$ cat src/rtl/dual_mem_ctrl.sv
// Request controller in front of a 256x16 dual-port memory with registered read.
// Round-robin arbitration between a write client and a read client; reads return a one-cycle response pulse.
`timescale 1ns/1ps
module dual_mem_ctrl #(
    parameter int ADDR_W = 8,
    parameter int DATA_W = 16
) (
    input  logic              clk,
    input  logic              rst,
    input  logic              wr_req_valid,
    output logic              wr_req_ready,
    input  logic [ADDR_W-1:0] wr_req_addr,
    input  logic [DATA_W-1:0] wr_req_data,
    input  logic              rd_req_valid,
    output logic              rd_req_ready,
    input  logic [ADDR_W-1:0] rd_req_addr,
    output logic              rd_rsp_valid,
    output logic [DATA_W-1:0] rd_rsp_data,
    output logic              busy,
    output logic              mem_write,
    output logic              mem_read,
    output logic [ADDR_W-1:0] mem_wr_address,
    output logic [ADDR_W-1:0] mem_rd_address,
    output logic [DATA_W-1:0] mem_data_in,
    input  logic [DATA_W-1:0] mem_data_out
);

    typedef enum logic [1:0] {
        IDLE = 2'd0,
        WR   = 2'd1,
        RD   = 2'd2,
        CAP  = 2'd3
    } state_t;

    state_t            state_q, state_d;
    logic              last_rd_q, last_rd_d;
    logic              mem_write_q, mem_write_d;
    logic              mem_read_q, mem_read_d;
    logic [ADDR_W-1:0] wr_addr_q, wr_addr_d;
    logic [ADDR_W-1:0] rd_addr_q, rd_addr_d;
    logic [DATA_W-1:0] wr_data_q, wr_data_d;
    logic              rsp_valid_q, rsp_valid_d;
    logic [DATA_W-1:0] rsp_data_q, rsp_data_d;

    logic grant_wr;
    logic grant_rd;

    // Under contention the port that did not win last time is served.
    assign grant_wr = wr_req_valid && (!rd_req_valid || last_rd_q);
    assign grant_rd = rd_req_valid && (!wr_req_valid || !last_rd_q);

    assign wr_req_ready   = (state_q == IDLE) && grant_wr;
    assign rd_req_ready   = (state_q == IDLE) && grant_rd;
    assign busy           = (state_q != IDLE);
    assign mem_write      = mem_write_q;
    assign mem_read       = mem_read_q;
    assign mem_wr_address = wr_addr_q;
    assign mem_rd_address = rd_addr_q;
    assign mem_data_in    = wr_data_q;
    assign rd_rsp_valid   = rsp_valid_q;
    assign rd_rsp_data    = rsp_data_q;

    always_comb begin
        state_d     = state_q;
        last_rd_d   = last_rd_q;
        mem_write_d = mem_write_q;
        mem_read_d  = mem_read_q;
        wr_addr_d   = wr_addr_q;
        rd_addr_d   = rd_addr_q;
        wr_data_d   = wr_data_q;
        rsp_valid_d = 1'b0;
        rsp_data_d  = rsp_data_q;
        case (state_q)
            IDLE: begin
                if (grant_wr) begin
                    wr_addr_d   = wr_req_addr;
                    wr_data_d   = wr_req_data;
                    mem_write_d = 1'b1;
                    last_rd_d   = 1'b0;
                    state_d     = WR;
                end else if (grant_rd) begin
                    rd_addr_d  = rd_req_addr;
                    mem_read_d = 1'b1;
                    last_rd_d  = 1'b1;
                    state_d    = RD;
                end
            end
            WR: begin
                mem_write_d = 1'b0;
                state_d     = IDLE;
            end
            RD: begin
                mem_read_d = 1'b0;
                state_d    = CAP;
            end
            CAP: begin
                // Memory output became valid this cycle, one edge after the read strobe.
                rsp_data_d  = mem_data_out;
                rsp_valid_d = 1'b1;
                state_d     = IDLE;
            end
            default: state_d = IDLE;
        endcase
    end

    always_ff @(posedge clk or posedge rst) begin
        if (rst) begin
            state_q     <= IDLE;
            last_rd_q   <= 1'b1;
            mem_write_q <= 1'b0;
            mem_read_q  <= 1'b0;
            wr_addr_q   <= '0;
            rd_addr_q   <= '0;
            wr_data_q   <= '0;
            rsp_valid_q <= 1'b0;
            rsp_data_q  <= '0;
        end else begin
            state_q     <= state_d;
            last_rd_q   <= last_rd_d;
            mem_write_q <= mem_write_d;
            mem_read_q  <= mem_read_d;
            wr_addr_q   <= wr_addr_d;
            rd_addr_q   <= rd_addr_d;
            wr_data_q   <= wr_data_d;
            rsp_valid_q <= rsp_valid_d;
            rsp_data_q  <= rsp_data_d;
        end
    end

endmodule

$ cat config.mk
export PLATFORM = sky130hd
export DESIGN_NAME = dual_mem_ctrl
export DESIGN_NICKNAME = d
export VERILOG_FILES = /design/src/rtl/dual_mem_ctrl.sv
export SDC_FILE = /design/constraint.sdc
export NUM_CORES = 1
export LEC_CHECK = 0
export ABC_AREA = 0
export BUFFER_PORTS_ARGS = -buffer_cell sky130_fd_sc_hd__clkbuf_2
export CAP_MARGIN = 20
export CORE_ASPECT_RATIO = 1.25
export CORE_MARGIN = 2
export CORE_UTILIZATION = 46
export DETAILED_ROUTE_END_ITERATION = 10
export PLACE_DENSITY = 0.8
export SLEW_MARGIN = 5
export SYNTH_ARGS = -nofsm -noshare
export SYNTH_HDL_FRONTEND = slang
export SYNTH_SLANG_ARGS = --single-unit
$ cat constraint.sdc
create_clock -name clk -period 2.9 [get_ports clk]
set_input_delay 0.145 -clock clk [delete_from_list [all_inputs] [get_ports clk]]
set_output_delay 0.145 -clock clk [all_outputs]
set_load 0.02 [all_outputs]
==> results of run 1 <==
[through the flow]
stage / setup slack, ns / area (um2) / util, % / power (mW)
2_1_floorplan: 1.442 / 2118 / - / 2.515
3_3_place_gp: 1.281 / 2671 / 60.36 / 2.979
4_1_cts: 0.9592 / 2785 / 62.93 / 3.531
6_report: 0.9965 / 2815 / 63.61 / 3.487
5_1_grt: 0.8851 / 2815 / 63.61 / 3.700
3_5_place_dp: 1.229 / 2671 / 60.36 / 3.035
[routing by layer]
layer / GRT usage (%) / wire (um)
met1: 18.28 / 1551
met2: 28.65 / 2177
met3: 4.513 / 194
met4: 5.745 / 57
met5: 0 / 0
[worst paths after layout]
path                                 from           endpoint  slack [ns]  cells past startpoint
setup / recovery                last_rd_q       wr_req_ready         1.0                      4
hold / removal             wr_req_addr[0]  mem_wr_address[0]        0.07                      2
setup reg to reg                last_rd_q     mem_data_in[1]        1.23                      3
hold reg to reg            rd_rsp_data[7]     rd_rsp_data[7]        0.51                      1
max in group asynchronous             rst          last_rd_q        2.05                      4
min in group asynchronous             rst    mem_data_in[11]        0.30                      3
[sequential cells by signal, summed over array words and instances, names as in the netlist]
signal / cells
mem_data_in: 16
rd_rsp_data: 16
mem_rd_address: 8
mem_wr_address: 8
state_q: 2
last_rd_q: 1
mem_read: 1
mem_write: 1
rd_rsp_valid: 1
[final cells by class]
class                           count  area (um2)
Clock inverter                      3       45.04
Timing Repair Buffer              107       555.5
Sequential cell                    54        1353
Tap cell                           58       72.57
Clock buffer                        5       68.82
Multi-Input combinational cell     63       701.9
Fill cell                         357        1610
Inverter                            5       18.77
[what timing repair did]
item / CTS / global route
endpoints found under the hold margin: 0 / 10
setup endpoints to repair: 0 / 0
hold buffers: 0 / 1
buffers inserted: 0 / 0
[logic make-up (layout without fill, tap and decap cells)]
family / after synthesis / count (layout) / synth area share, %
simple gates: 9 / 9 / 2.954
mux: 48 / 48 / 28.53
flops: 54 / 54 / 63.85
buf+inv: 9 / 120 / 3.012
compound gates: 6 / 6 / 1.654
[power groups by stage]
| stage | clock (mW) | sequential, mW | combinational, mW |
|---|---|---|---|
| after floorplan | 0 | 1.81 | 0.705 |
| after global placement | 0 | 1.37 | 1.61 |
| after detailed placement | 0 | 1.38 | 1.65 |
| after CTS | 0.508 | 1.37 | 1.65 |
| after global routing | 0.541 | 1.41 | 1.75 |
| final | 0.492 | 1.37 | 1.63 |
[cells in the final DEF (no fill, tap or decap), drive strengths merged]
| cell type | instances |
|---|---|
| a21oi | 3 |
| clkbuf | 110 |
| and2 | 1 |
| dlygate4sd3 | 1 |
| mux2 | 48 |
| nor2 | 4 |
| nand3 | 1 |
| buf | 1 |
| nand2b | 1 |
| a21boi | 1 |
| nand2 | 2 |
| clkinvlp | 2 |
| dfstp | 1 |
| bufinv | 1 |
| inv | 5 |
| a21o | 1 |
| dfrtp | 53 |
| o21ai | 1 |
==> out/metrics.csv, run 1 <==
stage;metric;value;unit
pwr;P_leak;1.493;nW
yosys;Syn Inst Count;126;
critical_path;Worst path slowest cell;dfstp_2;
clocking;worst-skew pair later-pin latency;0.30;ns
clocking;H-Tree Depth;2;
route;drt via density;4.783;
critical_path;Critical Path Max Stage Delay;0.54;ns
critical_path;WP data arrival;1.76;ns
critical_path;worst path cell trace;nand2b_1 -> nand3_4 -> inv_1 -> clkbuf_2;
clocking;CTS sink cnt;54;
placed_design;HPWL Detailed;3064;um
floorplan;Core Footprint;4425;um2
grt;global route overflow;0;
clocking;CTS root buf;clkbuf_8;
critical_path;delay-heaviest family, CP;simple AND/OR/NAND/NOR gates;
floorplan;I/O pins;106;
pwr;Net Sw Frac;38.47;%
cells_and_area;Final nets;288;
yosys;Avg Inst Size Synth;16.81;um2
yosys;count leader, synth;dfrtp_1;
critical_path;WP buf/inv;2;
clocking;Max Root-Sink Buffers;2;
route;Final ANT Viol Nets;0;
route;DRC;0;
yosys;sequential-to-total area share from yosys stat;63.85;%
job;Max-Cap Viols;0;
pwr;P_sw;1.341;mW
grt;first-pass GRT wire length;6265;um
floorplan;chip width;64.70;um
sta;Min Hold Slack;0.06908;ns
route;Vias;1411;
critical_path;Critical Path RT;2.76;ns
yosys;Commonest cells post-synth;dfrtp_1 (53), mux2_2 (31), mux2_4 (17), inv_1 (5), buf_6 (4);
critical_path;Worst Path Class, Setup;flip-flop to output pin;
yosys;Ys Warns;0;
cells_and_area;ratio of cells with drive above 1 in the final layout;70.46;%
yosys;Cell Area, Synth;2118;um2
yosys;top cells by area, synth;dfrtp_1 (63%), mux2_2 (16%), mux2_4 (12%);
sta;Final Hold Fails;0;
sta;worst-margin pin slew;0.4891;ns
placed_design;routability congestion estimate;0.7777;
floorplan;Core Rows;27;
clocking;CTS tree;yes;
grt;initial antenna violation count;0;
yosys;ys flop type;dfrtp_1;
floorplan;Die Y;79.87;um
placed_design;dpl cells;285;
cells_and_area;Area Overhead vs Synth;32.90;%
yosys;Synth top area share;62.61;%
yosys;Yosys cell types;17;
pwr;Int Pwr;2.146;mW
sta;clk_skew;0.004467;ns
pwr;peak supply drop;526.4;uV
grt;total track usage;16.06;%
route;drt pass-1 iters;3;
yosys;Post-synth EDFFs;0;
floorplan;die area;5167;um2
sta;Slew Limit Fails;0;
grt;largest net degree at the start of global routing;55;
cells_and_area;ant diodes;0;
yosys;FFs w/ async S/R, synth;100.0;%
yosys;syn nets;178;
sta;Final setup viols;0;
route;wire length per cell;13.49;um
pwr;Clk pwr share;14.1;%
sta;crit share post-route;65.64;%
yosys;Synth area leader;dfrtp_1;
sta;Setup TNS Final;0;ns
yosys;synthesized flop and latch total;54;
critical_path;Crit. End Element;output pin;
cells_and_area;Non-Filler Instances;295;
sta;Worst slew margin;67.39;%
clocking;cts bufs inserted;5;
pwr;Cell Pwr Density;1239;nW/um2
placed_design;IO Port Bufs;105;
critical_path;Crit Path Max Fanout;27;
run_status;status;finished, final reports clean;
floorplan;Initial Utilization;47.87;%
route;wirelength, routed;3981;um
sta;RSZ-0062 raised after global routing;no;
critical_path;CP Launch Type;flip-flop;
pwr;combinational power share;46.7;%
sta;Period minus WS final;1.903;ns
worst_hold_path;hold crit path type;input pin to flip-flop;
pwr;Reg power frac;39.2;%
clocking;Reg clk slew, reported paths;0.09;ns
sta;FMAX;525.4;MHz
clocking;PostCTS Resize Cnt;0;
route;DRT iter0 DRCs;38;
grt;vias in the first global route;1380;
Power figures use the tool's default switching activity.
==> run 2, diff against run 1 <==
--- a/config.mk
+++ b/config.mk
@@ -10,9 +10,9 @@
 export CAP_MARGIN = 20
 export CORE_ASPECT_RATIO = 1.25
 export CORE_MARGIN = 2
-export CORE_UTILIZATION = 46
+export CORE_UTILIZATION = 45
 export DETAILED_ROUTE_END_ITERATION = 10
-export PLACE_DENSITY = 0.8
+export PLACE_DENSITY = 0.79
 export SLEW_MARGIN = 5
 export SYNTH_ARGS = -nofsm -noshare
 export SYNTH_HDL_FRONTEND = slang
==> constraint.sdc (replaced) <==
create_clock -name clk -period 1.91 [get_ports clk]
set_input_delay 0.0955 -clock clk [delete_from_list [all_inputs] [get_ports clk]]
set_output_delay 0.0955 -clock clk [all_outputs]
set_load 0.02 [all_outputs]
==> out/metrics.csv, run 2 (same netlist as run 1, synthesis figures left out) <==
stage;metric;value;unit
route;DRC;0;
job;Max-Cap Viols;0;
cells_and_area;Final nets;291;
placed_design;routability congestion estimate;0.7378;
route;drt pass-1 iters;2;
clocking;Max Root-Sink Buffers;2;
sta;Slew Limit Fails;0;
grt;total track usage;16.25;%
critical_path;Crit Path Max Fanout;27;
critical_path;Crit. End Element;output pin;
sta;Final setup viols;0;
sta;FMAX;551.9;MHz
floorplan;I/O pins;106;
floorplan;Core Rows;27;
route;wire length per cell;13.92;um
cells_and_area;Non-Filler Instances;298;
clocking;cts bufs inserted;5;
placed_design;IO Port Bufs;105;
sta;Setup TNS Final;0;ns
pwr;P_leak;1.507;nW
cells_and_area;Area Overhead vs Synth;33.79;%
clocking;worst-skew pair later-pin latency;0.29;ns
critical_path;Critical Path Max Stage Delay;0.55;ns
sta;Final Hold Fails;0;
critical_path;WP data arrival;1.72;ns
sta;crit share post-route;94.87;%
sta;Min Hold Slack;0.02455;ns
worst_hold_path;hold crit path type;input pin to flip-flop;
sta;clk_skew;0.003820;ns
route;Final ANT Viol Nets;0;
grt;initial antenna violation count;0;
sta;Period minus WS final;1.812;ns
sta;RSZ-0062 raised after global routing;no;
pwr;Cell Pwr Density;1878;nW/um2
sta;Worst slew margin;58.14;%
placed_design;DP Area;2714;um2
grt;largest net degree at the start of global routing;30;
critical_path;worst path cell trace;nand2b_1 -> nand3_4 -> inv_1 -> clkbuf_2;
cells_and_area;ant diodes;0;
route;drt via density;4.695;
placed_design;dpl cells;289;
cells_and_area;ratio of cells with drive above 1 in the final layout;70.42;%
cells_and_area;leading cell type in the layout, fill and taps excluded;clkbuf_2;
floorplan;Initial Utilization;47.50;%
critical_path;Worst path slowest cell;dfstp_2;
floorplan;die area;5276;um2
grt;global route overflow;0;
clocking;post-CTS setup buffer count;0;
critical_path;Worst Path Class, Setup;flip-flop to output pin;
cells_and_area;Layout Utilization;63.55;%
floorplan;Core Footprint;4459;um2
clocking;CTS sink cnt;54;
clocking;H-Tree Depth;2;
critical_path;WP buf/inv;2;
run_status;status;finished, final reports clean;
critical_path;delay-heaviest family, CP;flip-flops;
pwr;peak supply drop;824.1;uV
sta;worst-margin pin slew;0.6270;ns
clocking;CTS root buf;clkbuf_8;
placed_design;HPWL Detailed;3216;um
clocking;CTS tree;yes;
grt;vias in the first global route;1431;
cells_and_area;Final Cell Area;2834;um2
cells_and_area;most frequent cells in the layout;clkbuf_2 (105), dfrtp_1 (53), mux2_2 (31);
clocking;Reg clk slew, reported paths;0.09;ns
route;wirelength, routed;4149;um
critical_path;CP Launch Type;flip-flop;
route;DRT iter0 DRCs;49;
floorplan;chip width;65.37;um
route;Vias;1399;
grt;first-pass GRT wire length;6437;um
floorplan;Die Y;80.71;um
critical_path;Critical Path RT;1.81;ns
==> run 2: layout make-up <==
class / instances / area (um2)
clock buffers: 6 / 72.57
clock inverters: 2 / 37.54
flip-flops and latches: 54 / 1353
inverters: 5 / 18.77
well taps: 58 / 72.57
fillers: 378 / 1625
repair buffers: 110 / 578.1
multi-input cells: 63 / 701.9
==> run 2: path summary, 6_finish.rpt <==
kind	startpoint	to	slack (ns)	depth (start not counted)
setup / recovery	last_rd_q	wr_req_ready	0.1	4
setup reg to reg	last_rd_q	mem_data_in[5]	0.25	3
hold / removal	rd_req_addr[2]	mem_rd_address[2]	0.02	2
max in group asynchronous	rst	last_rd_q	0.87	4
min in group asynchronous	rst	rd_rsp_data[12]	0.41	3
hold reg to reg	rd_rsp_data[0]	rd_rsp_data[0]	0.51	1
==> run 2: report_power, final <==
group,internal (mW),switching (mW)
Sequential,1.74,0.336
Combinational,1.16,1.35
Clock,0.391,0.346
==> run 2: metrics by stage <==
| step | total power [mW] | setup slack, ns |
|---|---|---|
| floorplan | 3.819 | 0.5016 |
| global placement | 4.561 | 0.2820 |
| detailed placement | 4.650 | 0.2495 |
| CTS | 5.402 | 0.06856 |
| global route | 5.644 | 0.00007039 |
| finish | 5.322 | 0.09800 |
==> run 2: routing by layer <==
layer / vias to the layer above / wire, um / global-route usage [%]
met1: 681 / 1633 / 18.00
met3: 4 / 192 / 2.941
met4: 0 / 58 / 7.917
met5: - / 0 / 0
met2: 58 / 2264 / 29.69
li1: 656 / - / -
==> run 2: timing repair <==
| action | 4_1_cts | 5_1_grt |
|---|---|---|
| resized for setup | 0 | 0 |
| hold buffers | 1 | 0 |
| hold endpoints to repair | 28 | 0 |
